===== config.mk =====
export PLATFORM = sky130hd
export DESIGN_NAME = sdram_wr_recovery_guard_flat
export DESIGN_NICKNAME = d
export VERILOG_FILES = /design/src/rtl/sdram_wr_recovery_guard_pkg.sv /design/src/rtl/sdram_wr_recovery_guard_if.sv /design/src/rtl/sdram_wr_recovery_guard_bank_wr_timer.sv /design/src/rtl/sdram_wr_recovery_guard.sv /design/src/flat_wrapper.sv
export SDC_FILE = /design/constraint.sdc
export NUM_CORES = 1
export LEC_CHECK = 0
export ABC_AREA = 1
export CORE_MARGIN = 3
export CORE_UTILIZATION = 55
export DETAILED_ROUTE_END_ITERATION = 10
export HOLD_SLACK_MARGIN = 0.1
export PLACE_DENSITY = 0.79
export SYNTH_ARGS = -nofsm -noshare
export SYNTH_HDL_FRONTEND = slang
export SYNTH_SLANG_ARGS = --single-unit

===== constraint.sdc =====
create_clock -name clk -period 1.8 [get_ports clk]
set_clock_uncertainty 0.15 [all_clocks]
set_input_delay 0.45 -clock clk [delete_from_list [all_inputs] [get_ports clk]]
set_output_delay 0.45 -clock clk [all_outputs]
set_load 0.1 [all_outputs]

===== src/rtl/sdram_wr_recovery_guard_pkg.sv =====
// SDRAM command encodings and defaults shared by the
// command-issue stage and the bus-side checkers.
package sdram_cmd_pkg;

    typedef enum logic [1:0] {
        NOP = 2'b00,
        PRE = 2'b01,
        WR  = 2'b10,
        RD  = 2'b11
    } cmd_t;

    localparam int TWR_DEFAULT = 4;
    localparam int TWR_MIN     = 1;
    localparam int TWR_MAX     = 7;

endpackage


===== src/rtl/sdram_wr_recovery_guard_if.sv =====
// Request-side valid/ready handshake into the
// write-recovery guard.
interface sdram_wr_recovery_guard_if
    import sdram_cmd_pkg::*;
#(
    parameter int BA_WIDTH = 3
);

    logic                req_valid;
    cmd_t                req_cmd;
    logic [BA_WIDTH-1:0] req_bank;
    logic                req_ready;

    modport master (
        output req_valid,
        output req_cmd,
        output req_bank,
        input  req_ready
    );

    modport slave (
        input  req_valid,
        input  req_cmd,
        input  req_bank,
        output req_ready
    );

endinterface


===== src/rtl/sdram_wr_recovery_guard_bank_wr_timer.sv =====
// Per-bank write recovery countdown; busy while the
// bank may not yet be precharged.
module bank_wr_timer #(
    parameter int TWR = 4
) (
    input  logic clk,
    input  logic rstn,
    input  logic load,
    output logic busy
);

    localparam int CW = $clog2(TWR + 1);

    logic [CW-1:0] cnt_q;
    logic [CW-1:0] cnt_d;

    // A fresh WR restarts recovery from the full window.
    always_comb begin
        cnt_d = cnt_q;
        if (load) begin
            cnt_d = CW'(TWR);
        end else if (cnt_q != '0) begin
            cnt_d = cnt_q - CW'(1);
        end
    end

    always_ff @(posedge clk or negedge rstn) begin
        if (!rstn) begin
            cnt_q <= '0;
        end else begin
            cnt_q <= cnt_d;
        end
    end

    assign busy = (cnt_q != '0);

endmodule


===== src/rtl/sdram_wr_recovery_guard.sv =====
// Command-issue stage that stalls PRE to any bank
// still inside its write recovery window.
module sdram_wr_recovery_guard
    import sdram_cmd_pkg::*;
#(
    parameter  int BA_WIDTH = 3,
    parameter  int TWR      = TWR_DEFAULT,
    localparam int NBANK    = 2 ** BA_WIDTH
) (
    input  logic                  clk,
    input  logic                  rstn,
    sdram_wr_recovery_guard_if.slave req,
    output cmd_t                  cmd,
    output logic [BA_WIDTH-1:0]   bank,
    output logic [NBANK-1:0]      wr_busy
);

    if (TWR < TWR_MIN || TWR > TWR_MAX) begin : g_bad_twr
        $error("sdram_wr_recovery_guard: TWR must be 1..7");
    end

    logic                blocked;
    logic                accept;
    logic [NBANK-1:0]    wr_load;
    cmd_t                cmd_q;
    cmd_t                cmd_d;
    logic [BA_WIDTH-1:0] bank_q;
    logic [BA_WIDTH-1:0] bank_d;

    assign blocked = req.req_valid
                  && (req.req_cmd == PRE)
                  && wr_busy[req.req_bank];

    assign req.req_ready = !blocked;
    assign accept        = req.req_valid && !blocked;

    always_comb begin
        wr_load = '0;
        if (accept && (req.req_cmd == WR)) begin
            wr_load[req.req_bank] = 1'b1;
        end
    end

    for (genvar g = 0; g < NBANK; g++) begin : g_bank
        bank_wr_timer #(
            .TWR (TWR)
        ) u_timer (
            .clk  (clk),
            .rstn (rstn),
            .load (wr_load[g]),
            .busy (wr_busy[g])
        );
    end

    // Bank address holds across idle cycles; only cmd drops to NOP.
    always_comb begin
        cmd_d  = NOP;
        bank_d = bank_q;
        if (accept) begin
            cmd_d  = req.req_cmd;
            bank_d = req.req_bank;
        end
    end

    always_ff @(posedge clk or negedge rstn) begin
        if (!rstn) begin
            cmd_q  <= NOP;
            bank_q <= '0;
        end else begin
            cmd_q  <= cmd_d;
            bank_q <= bank_d;
        end
    end

    assign cmd  = cmd_q;
    assign bank = bank_q;

endmodule


===== src/flat_wrapper.sv =====
// flat-port wrapper written by rule: the top's interface ports become plain ports
module sdram_wr_recovery_guard_flat import sdram_cmd_pkg::*;
#(
    parameter  int BA_WIDTH = 3,
    parameter  int TWR      = TWR_DEFAULT,
    localparam int NBANK    = 2 ** BA_WIDTH
)
  (clk, rstn, cmd, bank, wr_busy, req_req_valid, req_req_cmd, req_req_bank, req_req_ready);
  sdram_wr_recovery_guard_if #(.BA_WIDTH(BA_WIDTH)) req_i ();
  input  logic clk;
  input  logic rstn;
  output cmd_t cmd;
  output logic [BA_WIDTH-1:0] bank;
  output logic [NBANK-1:0] wr_busy;
  input wire logic [$bits(req_i.req_valid)-1:0] req_req_valid;
  input wire logic [$bits(req_i.req_cmd)-1:0] req_req_cmd;
  input wire logic [$bits(req_i.req_bank)-1:0] req_req_bank;
  output wire logic [$bits(req_i.req_ready)-1:0] req_req_ready;
  assign req_i.req_valid = req_req_valid;
  assign req_i.req_cmd = req_req_cmd;
  assign req_i.req_bank = req_req_bank;
  assign req_req_ready = req_i.req_ready;
  sdram_wr_recovery_guard #(.BA_WIDTH(BA_WIDTH), .TWR(TWR)) u_core (.clk(clk), .rstn(rstn), .req(req_i), .cmd(cmd), .bank(bank), .wr_busy(wr_busy));
endmodule

==> reports/qor.txt, run 1 <==
Seq/Total Area, Yosys -> 0.417
First Err -> [ERROR DPL-0038] Utilization greater than 100%, impossible to legalize
Yosys top cell by area -> dfrtp_1
IO Pins -> 22
Gate Count Post-Synth -> 204
row count -> 19
Last stage -> global routing
IO buf count -> 21
DP Worst Slack -> -0.565 ns
flops & latches, synth -> 29
Die W -> 62.3 um
worst_ep grt -> req_req_ready
clk sinks -> 29
CTS H-tree depth -> 2
status -> aborted with a tool error
Post-synth ARST share -> 1.00
net count after synthesis -> 228
Worst End Pin Type -> top-level output
ranking of synthesized cells by area -> dfrtp_1, ha_1, inv_1
Cell Area, Synth -> 0.00174 mm^2
initial core utilization -> 0.605
pin count of the biggest net entering global routing -> 30
Cell variety after synth -> 21
Post-synth EDFFs -> 0
count leader, synth -> inv_1
Die Ht -> 62.3 um
clock root buffer -> clkbuf_4
gpl congestion -> 0.763
syn_area_per_cell -> 8.53 um^2
dpl hpwl -> 2.93 mm
Max Root-Sink Buffers -> 2
CTS Buf Count -> 5
top cell type's share of synthesized area -> 0.417
top post-synthesis cells by count -> inv_1, nand2_1, dfrtp_1, nor2_1, ha_1
# hold bufs at CTS -> 0
Main synth FF type -> dfrtp_1
Synth warnings -> 0
==> timing repair <==
action / 4_1_cts
setup buffers: 31
endpoints found under the hold margin: 0
setup endpoints to repair: 12
gates resized for setup: 51
gates cloned: 0
pin swaps: 12
==> cell families after synthesis <==
| logic type | share of synthesized area |
|---|---|
| buffers and inverters | 0.128 |
| adders and majority gates | 0.115 |
| xor gates and xnor gates | 0.0503 |
| DFF | 0.417 |
| AOI/OAI and AO/OA | 0.0740 |
| and+or+nand+nor | 0.216 |
==> metrics by stage <==
stage	instance area [um^2]	hold WS, ns	setup TNS (ns)	instances
floorplan	1750	0.00441	-0.0329	204
global placement	2280	0.363	-4.42	284
detailed placement	2280	0.375	-5.53	284
CTS	2700	0.355	-2.12	323
==> inputs of run 2 (changes only) <==
Settings changed: CORE_UTILIZATION 55 to 40, HOLD_SLACK_MARGIN 0.1 to not set, PLACE_DENSITY 0.79 to not set, PLACE_DENSITY_LB_ADDON set to 0.15.
==> run 2 against run 1 <==
- the flow now finishes, with violations (setup timing)
- synthesized cell count stayed put
- synthesized area stayed put
==> reports/qor.txt, run 2 <==
startpoint types -> primary input
Finished Layout Cells -> 336
VDD IR max -> 0.00113 V
WS Path Type -> primary input to output port
core box area -> 0.00409 mm^2
Area growth, synth to finish -> 63.4%
clock root buffer -> clkbuf_8
Slew Viols, Final -> 0
CP endpoint kind -> output port
DR pass1 iterations -> 4
crit path max fanout -> 2
Top reg by flops -> u_core.g_bank.u_timer.cnt_q
DRC viols -> 0
Cells after DPL -> 303 (+6.7%)
worst-margin pin slew -> 0.211 ns
Die Area -> 0.00518 mm^2
setup ws final -> -0.304 ns
Cell Area, Synth -> 0.00174 mm^2 (unchanged)
Layout Nets -> 309
Max Root-Sink Buffers -> 2 (unchanged)
pin count of the biggest net entering global routing -> 30
most common cell after layout, fill and taps aside -> buf_4
final core occ -> 0.696
Required @ worst endpoint -> 1.20 ns
post-route cell area -> 0.00284 mm^2
Iter 0 DRT Violations -> 48
IO Pins -> 22 (unchanged)
fin crit period -> 2.10 ns
Fill cells -> 323
CTS Buf Count -> 5 (unchanged)
Synth warnings -> 0 (unchanged)
IO buf count -> 21 (unchanged)
dpl hpwl -> 2.49 mm (-15%)
top post-synthesis cells by count -> inv_1, nand2_1, dfrtp_1, nor2_1, ha_1
Yosys top cell by area -> dfrtp_1
Vias/cell -> 4.45
all-layer global routing usage -> 0.166
Post-synth EDFFs -> 0 (unchanged)
Max-Cap Viols -> 0
Slew HR -> 0.859
top cell type's share of synthesized area -> 0.417 (unchanged)
final setup fails -> 9
RSZ-0062 raised after global routing -> yes
first-pass GRT wire length -> 6.65 mm
Post-synth ARST share -> 1.00 (unchanged)
TritonCTS clock tree -> yes
number of global-route vias before repair -> 1567
count leader, synth -> inv_1
gr ovfl total -> 0
drt total wl -> 3.74 mm
P per Cell Area -> 1880 mW/mm^2
Gate Count Post-Synth -> 204 (unchanged)
Critical Path AT -> 1.50 ns
fraction of final layout cells sized beyond drive strength 1 -> 0.521
Tcrit/Tclk final -> 1.17
max reg flops -> 24
CTS H-tree depth -> 2 (unchanged)
clk sinks -> 29 (unchanged)
DP Area -> 0.00238 mm^2 (+4.6%)
Die W -> 72.0 um (+16%)
most frequent cells in the layout -> buf_4, dfrtp_1, nand2_1
flops & latches, synth -> 29 (unchanged)
initial antenna violation count -> 0
ant diodes -> 0
Routed Antenna Nets -> 0
Main synth FF type -> dfrtp_1
status -> finished with violations
Routed wire per std cell -> 11.1 um
Die Ht -> 72.0 um (+16%)
gpl congestion -> 0.735 (-3.6%)
Fin. Hold Viols -> 0
net count after synthesis -> 228 (unchanged)
row count -> 23 (+4)
Cell variety after synth -> 21 (unchanged)
Pleak -> 1.42 nW
vias -> 1494
syn_area_per_cell -> 8.53 um^2 (unchanged)
Seq/Total Area, Yosys -> 0.417 (unchanged)
clock insertion delay at the later pin of the skew report -> 0.28 ns
TNS Setup -> -1.06 ns
clock slew at reported path FFs -> 0.06 ns
f_max -> 475 MHz
worst min-delay path class -> primary input to asynchronous set/reset pin
failing checks -> setup timing
ranking of synthesized cells by area -> dfrtp_1, ha_1, inv_1
initial core utilization -> 0.426 (-0.179)
[run 2: what timing repair did]
action	in CTS	in global routing
resized for setup	57	25
hold buffers	0	0
setup buffers	20	11
pin swaps	22	18
setup endpoints to repair	13	11
[run 2: critical path: stages]
cell and delay [ns]:
clkdlybuf4s50_1 0.42, nor2_1 0.16, nand2_2 0.09, nor2_4 0.12, nand3_4 0.09, buf_12 0.17
[run 2: metrics by stage]
step,setup slack (ns),hold WS (ns),power [mW]
global route,-0.363,0.399,5.78
finish,-0.304,0.379,5.34
global placement,-0.618,0.364,3.89
detailed placement,-0.573,0.371,3.93
floorplan,-0.0329,0.00441,2.95
CTS,-0.308,0.383,5.12
[run 2: cells by family (layout without fill, tap and decap cells)]
| family | after synthesis | count (layout) | share of synthesized area |
|---|---|---|---|
| flip-flops | 29 | 29 | 0.417 |
| AO/OA/AOI/OAI | 21 | 21 | 0.0740 |
| adder cells (fa/ha/maj) | 16 | 16 | 0.115 |
| AND/OR/NAND/NOR | 79 | 79 | 0.216 |
| buffers and inverters | 49 | 131 | 0.128 |
| XOR/XNOR | 10 | 10 | 0.0503 |
[run 2: worst paths after layout]
check,from,to,slack [ns],cells past startpoint
setup / recovery,req_req_cmd[1],req_req_ready,-0.30,6
hold / removal,rstn,u_core.g_bank[5].u_timer.cnt_q[1]$_DFFE_PN0P_,0.38,2
setup reg to reg,u_core.g_bank[1].u_timer.cnt_q[0]$_DFFE_PN0P_,u_core.g_bank[1].u_timer.cnt_q[2]$_DFFE_PN0P_,0.11,9
hold reg to reg,u_core.bank[2]$_DFFE_PN0N_,u_core.bank[2]$_DFFE_PN0N_,0.39,2
max in group asynchronous,rstn,u_core.bank[0]$_DFFE_PN0N_,0.95,2
min in group clk,u_core.bank[2]$_DFFE_PN0N_,u_core.bank[2]$_DFFE_PN0N_,0.39,2
[run 2: cell type report]
| type | count | area (um^2) | share of cell area |
|---|---|---|---|
| Multi-Input combinational cell | 126 | 977 | 0.344 |
| Timing Repair Buffer | 83 | 833 | 0.293 |
| Sequential cell | 29 | 726 | 0.255 |
| Inverter | 40 | 165 | 0.0581 |
| Clock buffer | 8 | 80.1 | 0.0282 |
| Tap cell | 50 | 62.6 | 0.0220 |
[run 2: metal layers]
layer,wire (um),track usage,share of wire
met2,1790,0.282,0.48
met3,159,0.0416,0.043
met5,0,0,0
met4,70,0.0752,0.019
met1,1720,0.198,0.46
[run 2: power by group]
group	switching, mW	leakage (nW)	internal (mW)
Combinational	1.88	1.03	1.77
Clock	0.247	0.0395	0.274
Sequential	0.206	0.346	0.967
Note: power is estimated with default switching activity, not from simulation.
